--- src/rtl/hp_damage_ctrl.sv ---
`timescale 1ns/1ps
// hp_damage_ctrl
// Frame-synchronous HP damage sequencer. Bullet collision levels are latched
// over a video frame and resolved into one combined damage event at
// frame_tick. A hit opens an invulnerability window of INV_FRAMES ticks, and
// reaching zero HP parks the block in DEAD until restart.
//
// Ports:
//   Pclk          in   pixel clock, all state on the rising edge
//   rst_n         in   asynchronous active-low reset
//   frame_tick    in   one-cycle pulse at the end of active video
//   isCollisionB1 in   level, player overlaps group-1 bullets on this pixel
//   isCollisionB2 in   level, player overlaps group-2 bullets on this pixel
//   restart       in   one-cycle new-game request (beats a coincident tick)
//   hp            out  current HP, 0..HP_MAX
//   bar_x_end     out  BAR_X0 + hp, right edge for the HP bar renderer
//   hit_pulse     out  one-cycle pulse when damage is applied
//   invuln        out  high during the invulnerability window
//   blink         out  sprite flash, inv_cnt[2] while invulnerable
//   dead          out  high in DEAD
module hp_damage_ctrl #(
  parameter int HP_MAX     = 150,
  parameter int DMG_B1     = 30,
  parameter int DMG_B2     = 30,
  parameter int INV_FRAMES = 60,
  parameter int BAR_X0     = 50
) (
  input  logic       Pclk,
  input  logic       rst_n,
  input  logic       frame_tick,
  input  logic       isCollisionB1,
  input  logic       isCollisionB2,
  input  logic       restart,
  output logic [7:0] hp,
  output logic [9:0] bar_x_end,
  output logic       hit_pulse,
  output logic       invuln,
  output logic       blink,
  output logic       dead
);

  typedef enum logic [1:0] {
    ST_ALIVE  = 2'd0,
    ST_INVULN = 2'd1,
    ST_DEAD   = 2'd2
  } state_t;

  localparam logic [7:0] HP_MAX_8  = 8'(HP_MAX);
  localparam logic [8:0] DMG_B1_9  = 9'(DMG_B1);
  localparam logic [8:0] DMG_B2_9  = 9'(DMG_B2);
  localparam logic [7:0] INV_8     = 8'(INV_FRAMES);
  localparam logic [9:0] BAR_X0_10 = 10'(BAR_X0);

  state_t     r_state;
  logic       r_l1;
  logic       r_l2;
  logic [7:0] r_inv_cnt;

  // A collision present in the tick cycle itself still counts for the frame.
  logic       w_e1;
  logic       w_e2;
  logic [8:0] w_dmg;
  logic [7:0] w_hp_left;
  logic [7:0] w_cnt_dec;

  assign w_e1      = r_l1 | isCollisionB1;
  assign w_e2      = r_l2 | isCollisionB2;
  // 9 bits so two full-size damage values cannot wrap before the compare.
  assign w_dmg     = (w_e1 ? DMG_B1_9 : 9'd0) + (w_e2 ? DMG_B2_9 : 9'd0);
  // Only used when w_dmg < hp, so the low 8 bits hold the whole value.
  assign w_hp_left = hp - w_dmg[7:0];
  assign w_cnt_dec = r_inv_cnt - 8'd1;

  // Damage FSM: latches, HP, invulnerability counter and all registered outputs.
  always_ff @(posedge Pclk or negedge rst_n) begin
    if (!rst_n) begin
      r_state   <= ST_ALIVE;
      r_l1      <= 1'b0;
      r_l2      <= 1'b0;
      r_inv_cnt <= 8'd0;
      hp        <= HP_MAX_8;
      bar_x_end <= BAR_X0_10 + {2'b00, HP_MAX_8};
      hit_pulse <= 1'b0;
      invuln    <= 1'b0;
      blink     <= 1'b0;
      dead      <= 1'b0;
    end else begin
      hit_pulse <= 1'b0;
      if (restart) begin
        // Restart wins over a coincident tick; that frame's damage is dropped.
        r_state   <= ST_ALIVE;
        r_l1      <= 1'b0;
        r_l2      <= 1'b0;
        r_inv_cnt <= 8'd0;
        hp        <= HP_MAX_8;
        bar_x_end <= BAR_X0_10 + {2'b00, HP_MAX_8};
        invuln    <= 1'b0;
        blink     <= 1'b0;
        dead      <= 1'b0;
      end else begin
        case (r_state)
          ST_ALIVE: begin
            if (frame_tick) begin
              r_l1 <= 1'b0;
              r_l2 <= 1'b0;
              if (w_dmg != 9'd0) begin
                hit_pulse <= 1'b1;
                if (w_dmg >= {1'b0, hp}) begin
                  r_state   <= ST_DEAD;
                  hp        <= 8'd0;
                  bar_x_end <= BAR_X0_10;
                  dead      <= 1'b1;
                end else begin
                  r_state   <= ST_INVULN;
                  hp        <= w_hp_left;
                  bar_x_end <= BAR_X0_10 + {2'b00, w_hp_left};
                  r_inv_cnt <= INV_8;
                  invuln    <= 1'b1;
                  blink     <= INV_8[2];
                end
              end
            end else begin
              r_l1 <= r_l1 | isCollisionB1;
              r_l2 <= r_l2 | isCollisionB2;
            end
          end
          ST_INVULN: begin
            r_l1 <= 1'b0;
            r_l2 <= 1'b0;
            if (frame_tick) begin
              // A count of 0 is treated like 1 so a corrupted counter cannot
              // trap the player in a 255-frame window.
              if (r_inv_cnt <= 8'd1) begin
                r_state   <= ST_ALIVE;
                r_inv_cnt <= 8'd0;
                invuln    <= 1'b0;
                blink     <= 1'b0;
              end else begin
                r_inv_cnt <= w_cnt_dec;
                blink     <= w_cnt_dec[2];
              end
            end
          end
          ST_DEAD: begin
            r_l1      <= 1'b0;
            r_l2      <= 1'b0;
            hp        <= 8'd0;
            bar_x_end <= BAR_X0_10;
            invuln    <= 1'b0;
            blink     <= 1'b0;
            dead      <= 1'b1;
          end
          default: begin
            r_state   <= ST_ALIVE;
            r_l1      <= 1'b0;
            r_l2      <= 1'b0;
            r_inv_cnt <= 8'd0;
            invuln    <= 1'b0;
            blink     <= 1'b0;
            dead      <= 1'b0;
          end
        endcase
      end
    end
  end

endmodule

--- config.mk ---
export PLATFORM = sky130hd
export DESIGN_NAME = hp_damage_ctrl
export DESIGN_NICKNAME = d
export VERILOG_FILES = /design/src/rtl/hp_damage_ctrl.sv
export SDC_FILE = /design/constraint.sdc
export NUM_CORES = 1
export LEC_CHECK = 0
export CAP_MARGIN = 10
export CORE_ASPECT_RATIO = 1.25
export CORE_MARGIN = 2
export CORE_UTILIZATION = 30
export CTS_BUF_LIST = sky130_fd_sc_hd__clkbuf_16
export DETAILED_ROUTE_END_ITERATION = 8
export GPL_TIMING_DRIVEN = 0
export PLACE_DENSITY = 0.51
export SLEW_MARGIN = 20
export SYNTH_ARGS = -nofsm -noshare
export SYNTH_HDL_FRONTEND = slang
export SYNTH_SLANG_ARGS = --single-unit
--- constraint.sdc ---
create_clock -name Pclk -period 4.2 [get_ports Pclk]
set_input_delay 1.05 -clock Pclk [delete_from_list [all_inputs] [get_ports Pclk]]
set_output_delay 1.05 -clock Pclk [all_outputs]
set_load 0.01 [all_outputs]
* Yosys cells after proc, flatten, opt, wreduce, memory -nomap -nowiden
Cells that the tools add are included.
** Word-level totals
- Input bits :: 6
- Word-level logic and storage cells :: 89
- Output and inout bits :: 22
- Register bits after elaboration :: 34
** Cells by class
- Magnitude comparators :: 2
- $add $sub $neg :: 4
- Equality and inequality tests :: 10
- Reduce and logical (&&, ||, !) cells :: 9
- Bitwise operators :: 2
- Multiplexer cells :: 52
** Operators with widths (count)
- 8-bit two-way mux :: 10
- 10-bit two-way mux :: 3
- 8-bit one-hot mux with 3 select lines :: 1
- 1-bit two-way mux :: 23
- 10-bit one-hot mux with 2 select lines :: 1
- 3-bit != test (second input constant) :: 6
- 8-bit one-hot mux with 2 select lines :: 1
- 5-bit AND reduction :: 3
- 2-bit two-way mux :: 6
- 5-bit two-way mux :: 2
- 6-bit by 8-bit adder with 9-bit output (first input constant) :: 1
- 9-bit two-way mux :: 1
- 9-bit nonzero test :: 1
- 6-bit by 8-bit greater-or-equal comparator with 1-bit output :: 1
- 8-bit by 1-bit <= comparator with 1-bit output (second input constant) :: 1
- 4-bit AND reduction :: 2
- 8-bit by 1-bit subtractor with 8-bit output (second input constant) :: 1
- 8-bit by 6-bit subtractor with 8-bit output :: 1
- 5-bit by 5-bit adder with 6-bit output :: 1
- 2-bit one-hot mux with 3 select lines :: 1
- 2-bit != test (second input constant) :: 2
- 1-bit one-hot mux with 2 select lines :: 2
- 1-bit one-hot mux with 3 select lines :: 1
- 3-bit AND reduction :: 1
- other kinds (5) :: 6

* Logic depth before layout (Yosys ltp)
- Word-level depth :: 10
- Depth in mapped cells :: 12
- Depth with buffers taken out :: 12

* Worst setup path before layout
OpenSTA, ideal clock, no wires.
- Path type :: input port to flip-flop
- Start :: input port isCollisionB1
- End :: register bar_x_end[7]
- Setup time :: 96 ps
- Arrival time :: 3300 ps
- Required time :: 4104 ps
- Stages on the path :: 11
- Slack :: 803 ps
- Cells stage by stage :: nor2_1 > inv_1 > ha_1 > ha_1 > fa_1 > nand2b_1 > a21oi_1 > xor2_1 > o22ai_1 > nor3b_1 > nor4_1
** On the way
- Word-level cells in the longest chain between the ends :: 10
- Elaborated cells between the ends (all ways) :: 14
- Classes of those cells :: add/sub (3); order compare (1); eq/ne (1); mux (6); bitwise (1); reduce/logical (2)
** RTL lines
- from (decl) :: RTL line 31 : input logic isCollisionB1,
- 1-bit OR (*) :: RTL line 66 : assign w_e1 = r_l1 | isCollisionB1;
- 5-bit two-way mux (*) :: RTL line 69 : assign w_dmg = (w_e1 ? DMG_B1_9 : 9'd0) + (w_e2 ? DMG_B2_9 : 9'd0);
- 5-bit by 5-bit adder with 6-bit output (*) :: RTL line 69
- 8-bit by 6-bit subtractor with 8-bit output :: RTL line 71 : assign w_hp_left = hp - w_dmg[7:0];
- 6-bit by 8-bit adder with 9-bit output :: RTL line 116 : bar_x_end <= BAR_X0_10 + {2'b00, w_hp_left};
- 9-bit two-way mux :: RTL line 108 : if (w_dmg >= {1'b0, hp}) begin
- 10-bit two-way mux :: RTL line 106 : if (w_dmg != 9'd0) begin
- 10-bit two-way mux :: RTL line 103 : if (frame_tick) begin
- 10-bit one-hot mux with 2 select lines :: RTL line 101 : case (r_state)
- 10-bit two-way mux :: RTL line 89 : if (restart) begin
- to (signal assigned) :: RTL line 82 : bar_x_end <= BAR_X0_10 + {2'b00, HP_MAX_8};
- to (signal assigned) :: RTL line 96 : bar_x_end <= BAR_X0_10 + {2'b00, HP_MAX_8};
- to (signal assigned) :: RTL line 116
- to (decl) :: RTL line 35 : output logic [9:0] bar_x_end,
Every way passes the cells marked *; elsewhere a longest branch is shown, timed or not. The select of a mux whose other input is x is not followed.
A chain may end at the register's enable or synchronous reset.

* Worst setup path after layout
Same ends and word-level chain as after synthesis.

==> results.md <==
* Netlist Area Pre-Place at 2000 sq um
* Worst-path clk slew at 0.05 ns
* Synth top area cells: dfrtp_1 (31%), dfstp_2 (9.2%), ha_1 (6.3%)
* CP startpoint: isCollisionB1
* RSZ-0062 raised after global routing: false
* Vias at 1678
* Hold_sp: bar_x_end[5]
* Cells after Synth at 224
* Leakage at 1.13 nW
* Cell variety after synth at 59
* Largest net degree at the start of global routing at 23
* Die area at 7350 sq um
* Final Hold Vio Count at 0
* Most Crowded Layer GR: met2
* Placed insts at 338
* Worst skew pair latency at 0.27 ns
* Xor and xnor area share after synthesis at 3.06%
* Max stage delay on crit path at 0.44 ns
* Largest family of logic cells by synthesized area: compound AO/OA/AOI/OAI gates
* Fin worst setup slack at 0.324 ns
* Root Buffer: clkbuf_16
* Crit-path cells: clkdlybuf4s50_1 > nor2_1 > inv_1 > ha_1 > ha_1 > fa_1 > nand2b_1 > a21oi_1 > xor2_1 > o22ai_1 > nor3b_1 > nor4_1
* Ys flop type: dfrtp_1
* Syn-to-layout area delta at 26.1%
* MaxCap Viol Count at 0
* Mux cell area share after synthesis at 0.500%
* Peak supply drop at 0.262 mV
* # IOs at 28
* Vias per cell at 4.85
* #FFs+latches synth at 32
* Top cell by count, worst path: ha_1
* Register area share after synthesis at 40.4%
* Met1 GRT Util at 17.9%
* FF-to-FF Start: r_l1
* Worst-Margin Slew at 0.988 ns
* CTS tree: yes
* Chip width at 77.1 um
* Layout cells sized above 1 at 12.4%
* Number of flops mapped to enable cells by yosys at 0
* Area leader, netlist: dfrtp_1
* Slew headroom at 33.3%
* Reg power frac at 27.6%
* CTS buffer count at 5
* Die Ht at 95.3 um
* Port Buffers at 25
* Syn_area_per_cell at 8.94 sq um
* Crit Path Class: input port to register
* GP Congestion at 0.775
* Critical path arrival at 4.05 ns
* Yosys top cell area share at 31.3%
* Wire length per cell at 13.9 um
* Final Max Tran Viols at 0
* Power density cells at 709 nW/um^2
* First-pass detailed-route iteration total at 4
* Minimum clock period at 3.88 ns
* Worst clock skew at 0.00166 ns
* Routed Antenna Nets at 0
* CORE AREA at 6520 sq um
* Int Power at 1.06 mW
* Post-synthesis compound-gate area fraction at 22.3%
* NumNets Final at 275
* Status: finished clean
* Critical Path Start Type: input port
* Ys async rst share at 100%
* Sw Ratio at 40.7%
* Fill count at 719
* Psw at 0.727 mW
* Vias in the first global route at 1716
* Comb pwr share at 53.4%
* CP max stage cell: fa_1
* Ys Warns at 0
* 1st-iter DRT viols at 69
* HPWL Detailed at 3720 um
* First-pass GRT wire length at 8270 um
* M2 GR Usage at 25.1%
* Tcrit/Tclk final at 92.3%
* Post_cts resized at 0
* Tot GR Track Use at 14.2%
* Antenna Cells at 0
* CTS Sinks at 32
* Routed WL at 4830 um
* Initial Util at 30.7%
* Adder-cell share of the synthesized area at 7.25%
* Worst Hold Class: register to register
* Synth Area in Simple Gates at 20.2%
* Worst Setup End Kind: register
* Final non-filler cell total at 346
* Row Count at 33
* H-tree Lvls at 2
* Max Freq at 258 MHz
* Setup bufs post-CTS at 0
* Clock power frac at 19.0%
* CTS max path bufs at 2
* DRC viols at 0
* Final TNS setup at 0 ns
* Final Setup Violations at 0
* Overflow after GRT at 0
* Grt met3 use at 2.27%
* Cts hold-fix bufs at 0
* Initial antenna violation count at 0
* Pre-CTS setup slack at 0.00207 ns
* Crit-path max FO at 4
* Required time of the critical path at 4.38 ns
## placed cells by master (no fill, tap or decap), types with 2 or more instances in the layout
cell type	netlist	routed
nor2_1	30	30
dfrtp_1	25	25
clkdlybuf4s50_1	0	24
inv_1	16	18
a21oi_1	17	17
nand2_1	14	14
o21ai_1	13	13
ha_1	10	10
nor3_1	7	7
nand2b_1	7	7
dfstp_2	7	7
buf_2	4	5
a21o_1	5	5
xor2_1	5	5
clkbuf_16	0	5
clkbuf_1	4	4
o31ai_1	4	4
nor4_1	3	3
nor2b_1	3	3
or2_2	2	2
a21boi_0	2	2
o21ai_0	2	2
o22ai_1	2	2
or3_1	2	2
xnor2_1	2	2
a22o_1	2	2
buf_4	2	2
conb_1	1	2
## worst max-delay path, delay by kind of cell
| kind | cells | cell delay [ns] |
|---|---|---|
| xor+xnor | 1 | 0.33 |
| buf+inv | 2 | 0.47 |
| fa+ha+maj | 3 | 0.97 |
| simple gates | 4 | 0.85 |
| compound gates | 2 | 0.38 |
## synth_stat cells, types with 3 or more instances
master and number:
xor2_1 5, a21oi_1 17, o31ai_1 4, dfstp_2 7, nor3_1 7, nor2b_1 3, dfrtp_1 25, nand2_1 14
o21ai_1 13, nor2_1 30, clkbuf_1 4, nand2b_1 7, nor4_1 3, buf_2 4, ha_1 10, a21o_1 5
inv_1 16
## routing by layer
| metal | routed length [um] | part of all wire (%) | up-vias |
|---|---|---|---|
| li1 | - | - | 850 |
| met1 | 2190 | 45 | 787 |
| met3 | 138 | 2.9 | 6 |
| met2 | 2440 | 50 | 35 |
| met5 | 0 | 0 | - |
| met4 | 63 | 1.3 | 0 |
## sequential cells by signal, indices dropped and copies added (netlist names)
name / cells
bar_x_end: 9
r_inv_cnt: 8
hp: 7
r_state: 2
blink: 1
dead: 1
hit_pulse: 1
invuln: 1
r_l1: 1
r_l2: 1
## area by class of cell
type | count | area, sq um | share of cell area [%]
clock inverter | 3 | 11.3 | 0.446
multi-input combinational | 166 | 1070 | 42.6
timing repair buffer | 26 | 273 | 10.8
buffer | 11 | 61.3 | 2.43
tap | 87 | 109 | 4.31
inverter | 16 | 60.1 | 2.38
clock buffer | 5 | 125 | 4.96
sequential | 32 | 810 | 32.1
## stage by stage
step                      area [sq um]  power [mW]  hold WS [ns]  util (%)
after global routing              2520        1.94         0.505      38.7
final                             2520        1.79         0.479      38.7
after global placement            2360        1.46         0.467      36.2
after floorplan                   2010        1.15         0.450         -
after CTS                         2520        1.81         0.486      38.7
after detailed placement          2390        1.46         0.470      36.6
## power by group through the flow
stage	combinational (mW)	sequential [mW]	clock [mW]
finish	0.955	0.494	0.340
global route	1.07	0.511	0.360
CTS	0.970	0.495	0.345
detailed placement	0.963	0.499	0
global placement	0.958	0.499	0
floorplan	0.632	0.515	0
## logic make-up after synthesis
kind of cell / count (synthesis)
muxes: 1
xor gates and xnor gates: 7
and+or+nand+nor: 80
other: 1
DFF: 32
AOI/OAI and AO/OA: 65
adders and majority gates: 11
buffers and inverters: 27
## final timing paths
path / slack, ns / to / cells after the start
worst max-delay path: 0.32 / bar_x_end[7] / 12
worst min-delay path: 0.48 / bar_x_end[5] / 1
worst max register to register: 1.17 / bar_x_end[7] / 11
worst min register to register: 0.48 / bar_x_end[5] / 1
max in group asynchronous: 3.06 / hp[2] / 2
min in group asynchronous: 0.66 / r_inv_cnt[0] / 1
(Power assumes the default switching activity.)
